`config.mk`:
```
export PLATFORM = sky130hd
export DESIGN_NAME = bic_frame
export DESIGN_NICKNAME = d
export VERILOG_FILES = /design/src/rtl/bic_pkg.sv /design/src/rtl/bic_tick_counter.sv /design/src/rtl/bic_frame.sv
export SDC_FILE = /design/constraint.sdc
export NUM_CORES = 1
export LEC_CHECK = 0
export ABC_AREA = 0
export BUFFER_PORTS_ARGS = -buffer_cell sky130_fd_sc_hd__buf_2
export CAP_MARGIN = 40
export CORE_UTILIZATION = 48
export DETAILED_ROUTE_END_ITERATION = 10
export GPL_TIMING_DRIVEN = 0
export PLACE_DENSITY_LB_ADDON = 0.05
export SYNTH_ARGS = -nofsm -noshare
export SYNTH_HDL_FRONTEND = slang
export SYNTH_SLANG_ARGS = --single-unit
```
`constraint.sdc`:
```
create_clock -name sr_clk -period 2.4 [get_ports sr_clk]
set_input_delay 0.48 -clock sr_clk [delete_from_list [all_inputs] [get_ports sr_clk]]
set_output_delay 0.48 -clock sr_clk [all_outputs]
set_load 0.05 [all_outputs]
```
`src/rtl/bic_pkg.sv`:
```
// bic_pkg: shared types and frame-length helper for the bit-in-character framer.
`default_nettype none

package bic_pkg;

    typedef enum logic {
        IDLE = 1'b0,
        RUN  = 1'b1
    } bic_state_t;

    typedef struct packed {
        logic [1:0] data_bits;
        logic       parity_en;
        logic       stop_bits;
    } bic_cfg_t;

    localparam int MAX_FRAME_LEN = 12;

    // start + (5..8 data) + optional parity + (1..2 stop): 7..12 bits
    function automatic logic [3:0] frame_len(bic_cfg_t c);
        return 4'd7 + {2'b00, c.data_bits} + {3'b000, c.parity_en} + {3'b000, c.stop_bits};
    endfunction

endpackage

`default_nettype wire

```
`src/rtl/bic_tick_counter.sv`:
```
// bic_tick_counter: OVERSAMPLE-modulo tick counter with mid-bit and wrap decodes.
`default_nettype none

module bic_tick_counter
    import bic_pkg::*;
#(
    parameter int OVERSAMPLE = 16,
    parameter int TICK_W     = $clog2(OVERSAMPLE)
) (
    input  logic sr_clk,
    input  logic reset_n,
    input  logic enable,
    input  logic clear,
    output logic mid,
    output logic wrap
);

    localparam logic [TICK_W-1:0] c_TICK_MID  = TICK_W'(OVERSAMPLE / 2 - 1);
    localparam logic [TICK_W-1:0] c_TICK_LAST = TICK_W'(OVERSAMPLE - 1);

    logic [TICK_W-1:0] tick_q;
    logic [TICK_W-1:0] tick_d;

    always_ff @(posedge sr_clk or negedge reset_n) begin
        if (!reset_n) begin
            tick_q <= '0;
        end else begin
            tick_q <= tick_d;
        end
    end

    always_comb begin
        tick_d = tick_q;
        if (clear) begin
            tick_d = '0;
        end else if (enable) begin
            tick_d = (tick_q == c_TICK_LAST) ? '0 : tick_q + 1'b1;
        end
    end

    // Decodes look only at registered count and enable, never at clear
    assign mid  = enable & (tick_q == c_TICK_MID);
    assign wrap = enable & (tick_q == c_TICK_LAST);

endmodule

`default_nettype wire

```
`src/rtl/bic_frame.sv`:
```
// bic_frame: paces one UART-style character (start..last stop) at an oversampled rate.
`default_nettype none

module bic_frame
    import bic_pkg::*;
#(
    parameter int OVERSAMPLE = 16,
    parameter int TICK_W     = $clog2(OVERSAMPLE)
) (
    input  logic       sr_clk,
    input  logic       reset_n,
    input  logic       start,
    input  logic       enable,
    input  logic       abort,
    input  logic [1:0] data_bits,
    input  logic       parity_en,
    input  logic       stop_bits,
    output logic       busy,
    output logic [3:0] bit_index,
    output logic       sample_strobe,
    output logic       char_complete
);

    bic_state_t state_q, state_d;
    logic [3:0] bit_q, bit_d;
    bic_cfg_t   cfg_q, cfg_d;

    logic     w_run;
    logic     w_tick_mid;
    logic     w_tick_wrap;
    logic     w_last_bit;
    bic_cfg_t w_cfg_in;

    assign w_run      = (state_q == RUN);
    assign w_last_bit = (bit_q == frame_len(cfg_q) - 4'd1);
    assign w_cfg_in   = {data_bits, parity_en, stop_bits};

    // Held at zero in IDLE so every frame starts from tick 0
    bic_tick_counter #(
        .OVERSAMPLE (OVERSAMPLE),
        .TICK_W     (TICK_W)
    ) u_tick (
        .sr_clk  (sr_clk),
        .reset_n (reset_n),
        .enable  (w_run & enable),
        .clear   (abort | ~w_run),
        .mid     (w_tick_mid),
        .wrap    (w_tick_wrap)
    );

    always_ff @(posedge sr_clk or negedge reset_n) begin
        if (!reset_n) begin
            state_q <= IDLE;
            bit_q   <= 4'd0;
            cfg_q   <= '0;
        end else begin
            state_q <= state_d;
            bit_q   <= bit_d;
            cfg_q   <= cfg_d;
        end
    end

    always_comb begin
        state_d = state_q;
        bit_d   = bit_q;
        cfg_d   = cfg_q;
        if (abort) begin
            state_d = IDLE;
            bit_d   = 4'd0;
        end else begin
            case (state_q)
                IDLE: begin
                    if (start) begin
                        state_d = RUN;
                        bit_d   = 4'd0;
                        cfg_d   = w_cfg_in;
                    end
                end
                RUN: begin
                    if (w_tick_wrap) begin
                        if (!w_last_bit) begin
                            bit_d = bit_q + 4'd1;
                        end else if (start) begin
                            bit_d = 4'd0;
                            cfg_d = w_cfg_in;
                        end else begin
                            state_d = IDLE;
                            bit_d   = 4'd0;
                        end
                    end
                end
                default: begin
                    state_d = IDLE;
                    bit_d   = 4'd0;
                end
            endcase
        end
    end

    always_comb begin
        busy          = w_run;
        bit_index     = bit_q;
        sample_strobe = w_tick_mid;
        char_complete = w_tick_wrap & w_last_bit & ~abort;
    end

endmodule

`default_nettype wire
```
# --- After elaboration in Yosys (flattened, before gate mapping) ---
# Cells that the tools add are included.
word_totals:
  register_bits: 13
  output_inout_bits: 7
  wordCells: 47
op_classes:
  add_sub_neg: 6
  eq_ne: 7
  mux: 17
  bitwise_logic: 8
  n_reduce_logical: 3
op_table:
  columns: ["cell", "count"]
  rows:
  - ["4-bit 2-to-1 mux", 10]
  - ["4-bit one-hot mux with 2 select lines", 2]
  - ["4-bit by 1-bit adder with 4-bit output", 2]
  - ["4-bit by 1-bit adder with 4-bit output, second input constant", 2]
  - ["1-bit bitwise AND", 5]
  - ["3-bit by 2-bit adder with 4-bit output, first input constant", 1]
  - ["4-bit by 3-bit equality test with 1-bit output, second input constant", 1]
  - ["4-bit equality test", 1]
  - ["4-bit equality test, second input constant", 1]
  - ["1-bit 2-to-1 mux", 4]
  - ["2-bit by 1-bit inequality test with 1-bit output, second input constant", 2]
  - ["4-bit by 1-bit subtractor with 4-bit output, second input constant", 1]
  - ["3-bit by 2-bit inequality test with 1-bit output, second input constant", 1]
  - ["3-bit inequality test, second input constant", 1]
  - ["3-bit AND reduction", 1]
  - ["1-bit NOT", 2]
  - ["1-bit one-hot mux with 2 select lines", 1]
  - ["2-bit AND reduction", 1]
  - ["2-bit nonzero test", 1]
  - ["1-bit OR", 1]

# --- Depth between registers and ports, before layout ---
depth:
  word_depth: 9
  ltp_mapped: 8
  mapped_depth_nobuf: 7

# --- Cells and area by module ---
# From an unflattened synthesis, not the netlist that was laid out.
unflattened:
  cells_unflattened: 81
  hier_area_um2: 794.5
modules_own_cells:
  columns: ["mod", "instances", "cells_each", "area_each_um2"]
  rows:
  - ["bic_frame", 1, 59, 579.3]
  - ["bic_tick_counter", 1, 22, 215.2]

# --- Worst setup path after synthesis ---
# No wires, ideal clock.
synth_path:
  path_kind: "flip-flop to output port"
  from: "reg cfg_q[0] (netlist name)"
  to: "out char_complete"
  arrival_time_ps: 2670
  required_ps: 1920
  setup_slack_ps: -750
  stages_incl_launch_ff: 8
  n_path_buf: 1
  cell_sequence: "dfrtp_1 inv_1 fa_1 ha_1 xor2_1 o211ai_1 clkbuf_1 nor3_1"
synth_via:
  elab_chain_len: 5
synth_lines:
  columns: ["item", "line_no", "rtl"]
  rows:
  - ["start, declared", "bic_frame.sv:26", "bic_cfg_t cfg_q, cfg_d;"]
  - ["start signal, assigned", "bic_frame.sv:59", "cfg_q <= cfg_d;"]
  - ["4-bit by 1-bit adder with 4-bit output", "bic_pkg.sv:21", "return 4'd7 + {2'b00, c.data_bits} + {3'b000, c.parity_en} + {3'b000, c.stop_bits};"]
  - ["4-bit by 1-bit subtractor with 4-bit output", "bic_frame.sv:35", "assign w_last_bit = (bit_q == frame_len(cfg_q) - 4'd1);"]
  - ["4-bit equality test", "bic_frame.sv:35", null]
  - ["1-bit bitwise AND (2 in series)", "bic_frame.sv:104", "char_complete = w_tick_wrap & w_last_bit & ~abort;"]
  - ["end, declared", "bic_frame.sv:21", "output logic char_complete"]
# Every way passes these cells.

# --- Worst setup path after layout ---
layout_path:
  from: "reg cfg_q[2] (netlist name)"
  to: "out char_complete"
layout_via:
  elab_chain_len: 7
layout_lines:
  columns: ["item", "line_no"]
  rows:
  - ["3-bit by 2-bit adder with 4-bit output", "bic_pkg.sv:21"]
  - ["4-bit by 1-bit adder with 4-bit output (2 in series)", "bic_pkg.sv:21"]
  - ["4-bit by 1-bit subtractor with 4-bit output", "bic_frame.sv:35"]
  - ["4-bit equality test", "bic_frame.sv:35"]
  - ["1-bit bitwise AND (2 in series)", "bic_frame.sv:104"]
# Every way passes these cells.

==> results.cfg <==
[pwr]
vdd_drop_max_v = 0.0003771
powerDensity_nw_per_um2 = 473.9
power_mw = 0.5022
p_leak_nw = 0.5151

[synthesis]
synthArstFlopShare_pct = 100.0
syn_inst = 94
netlist_area_um2 = 863.3
synth_commonest_cells = dfrtp_1, nand2_1, nor2_1, inv_1, o211ai_1
yosys_register_bits = 13
post-synth-top-count-cell = dfrtp_1
synthDominantCellAreaShare_pct = 37.68
synthTopCellsByArea = dfrtp_1, ha_1, o211ai_1
yosysTopAreaCell = dfrtp_1
yosysWarnings = 0
synth_edf_count = 0
synth_cell_types = 35
yosysSeqAreaShare_pct = 37.68
synth.avg_cell_area_um2 = 9.184
synth_fp_nets = 107
synth_ff_type = dfrtp_1

[timing]
tns_ns = -0.1824
whs_ns = 0.05931
rsz0062_at_grt = yes
max_slew_margin_pct = 73.17
clock_skew_ns = 0.008122
fmax_mhz = 387.2
hold_violations = 0
fin_crit_ns = 2.582
worst_pin_slew_ns = 0.4016
setup_viol = 1
slew_viol_final = 0
fin_ws_ns = -0.1824
period_share_pct = 107.6

[status]
status = finished with violations
violations = setup timing

[global_route]
antenna_found_initial = 0
global_route.usage.total_pct = 22.69
grt_max_degree = 14
grt_pass1_vias = 715
grt_overflow = 0
grt_pass1_wl_um = 3187

[layout]
design_area_um2 = 1060
nNetsFinal = 130
diodes = 0
syn_to_final_growth_pct = 22.75
drive_gt1_share_pct = 27.59

[clock_network]
clk_pin_slew_worst_paths_ns = 0.09
cts_root_buf = clkbuf_4
cts_sinks = 13
clock_path_buffers = 2
cts_tree = done
clock_latency_ns = 0.29
numCtsBuffers = 3
cts_max_level = 1

[hold_path]
hp-class = in -> async

[setup_path]
start_kind = flop
cp-end-kind = output port
worstPathRequired_ns = 1.92
worst-path-max-fanout = 2
crit_arrival_ns = 2.10
path_class = reg -> out

[floorplanning]
core_um2 = 1594
fp.dieH_um = 44.41
core.rowCount = 14
die_w_um = 44.41
boundaryPins = 16
dieArea_um2 = 1972
initial_core_util_pct = 54.16

[placed_design]
hpwlAfterDp_um = 1350
portBuffers = 15
dpl_cell_area_um2 = 998.5
place_congestion = 0.7929

[detailed_routing]
ant_nets = 0
wire_per_inst_um = 13.93
dr.first_iter.drc_count = 11
viasPerCell = 5.707
first_pass_iters = 4
vias = 799
routed_wl_um = 1950
drc_errors = 0

[flow_run]
cap_violations = 0
## placed cells by master (no fill, tap or decap), types with 4 or more instances in the layout
| cell type | instances |
|---|---|
| nand2_1 | 9 |
| and3_1 | 4 |
| buf_2 | 15 |
| nor2_1 | 9 |
| nand4_1 | 4 |
| dfrtp_1 | 13 |
| inv_1 | 4 |
| o211ai_1 | 5 |
| a221oi_1 | 4 |
## flip-flops by register name (all words and copies together), names as in the netlist
| signal | count |
|---|---|
| bit_index | 4 |
| busy | 1 |
| cfg_q | 4 |
| u_tick.tick_q | 4 |
## metal layers
metal  part of all wire [%]  up-vias  track usage [%]
met5                      0        -                0
met4                    1.8        0            10.91
met3                    2.4        4            2.449
met2                     49       13            35.88
met1                     47      392            31.07
li1                       -      390                -
## kinds of logic (layout without fill, tap and decap cells)
| logic type | Yosys count | in the layout | share of synthesized area (%) |
|---|---|---|---|
| AND/OR/NAND/NOR | 42 | 42 | 25.94 |
| XOR/XNOR | 3 | 3 | 3.044 |
| AO/OA/AOI/OAI | 20 | 20 | 18.99 |
| adder cells (fa/ha/maj) | 4 | 4 | 6.667 |
| buffers and inverters | 10 | 32 | 5.361 |
| multiplexers | 2 | 2 | 2.319 |
| flip-flops | 13 | 13 | 37.68 |
## worst paths after layout
check	start	to	cells after the start	slack (ns)
max reg2reg	cfg_q[2]	bit_index[2]	9	0.14
min reg2reg	cfg_q[2]	cfg_q[2]	2	0.56
max in group asynchronous	reset_n	cfg_q[1]	1	2.10
min in group sr_clk	data_bits[0]	cfg_q[2]	3	0.49
min	reset_n	cfg_q[0]	1	0.06
max	cfg_q[2]	char_complete	8	-0.18
## power by group
| part | leakage, nW | switching [mW] | internal (mW) |
|---|---|---|---|
| Clock | 0.0150 | 0.0812 | 0.0647 |
| Sequential | 0.161 | 0.0120 | 0.231 |
| Combinational | 0.339 | 0.0711 | 0.0424 |
## layout make-up
cell class | instances | area [um^2]
plain buffers | 3 | 30.03
inverters | 7 | 26.28
multi-input cells | 71 | 518.0
clock buffers | 4 | 26.28
flip-flops and latches | 13 | 325.3
well taps | 24 | 30.03
fillers | 131 | 534.3
repair buffers | 18 | 103.9
## per-stage QoR
step | instances | util (%) | setup slack [ns]
floorplan | 94 | - | -0.09261
global placement | 133 | 62.64 | -0.1805
detailed placement | 133 | 62.64 | -0.1929
CTS | 139 | 66.01 | -0.1934
global route | 140 | 66.48 | -0.2676
finish | 140 | 66.48 | -0.1824
## worst max-delay path, stage by stage, from the launching register on
cell      delay, ns
dfrtp_1        0.37
inv_2          0.06
fa_2           0.39
ha_4           0.27
xor2_1         0.14
o211ai_1       0.13
clkbuf_8       0.17
nor3_4         0.11
buf_6          0.18
## repair_timing
item,CTS,global route
buffers inserted,2,1
gates resized for setup,4,0
setup endpoints to repair,1,1
hold buffers,0,0
pin swaps,3,0
Power figures use the tool's default switching activity.
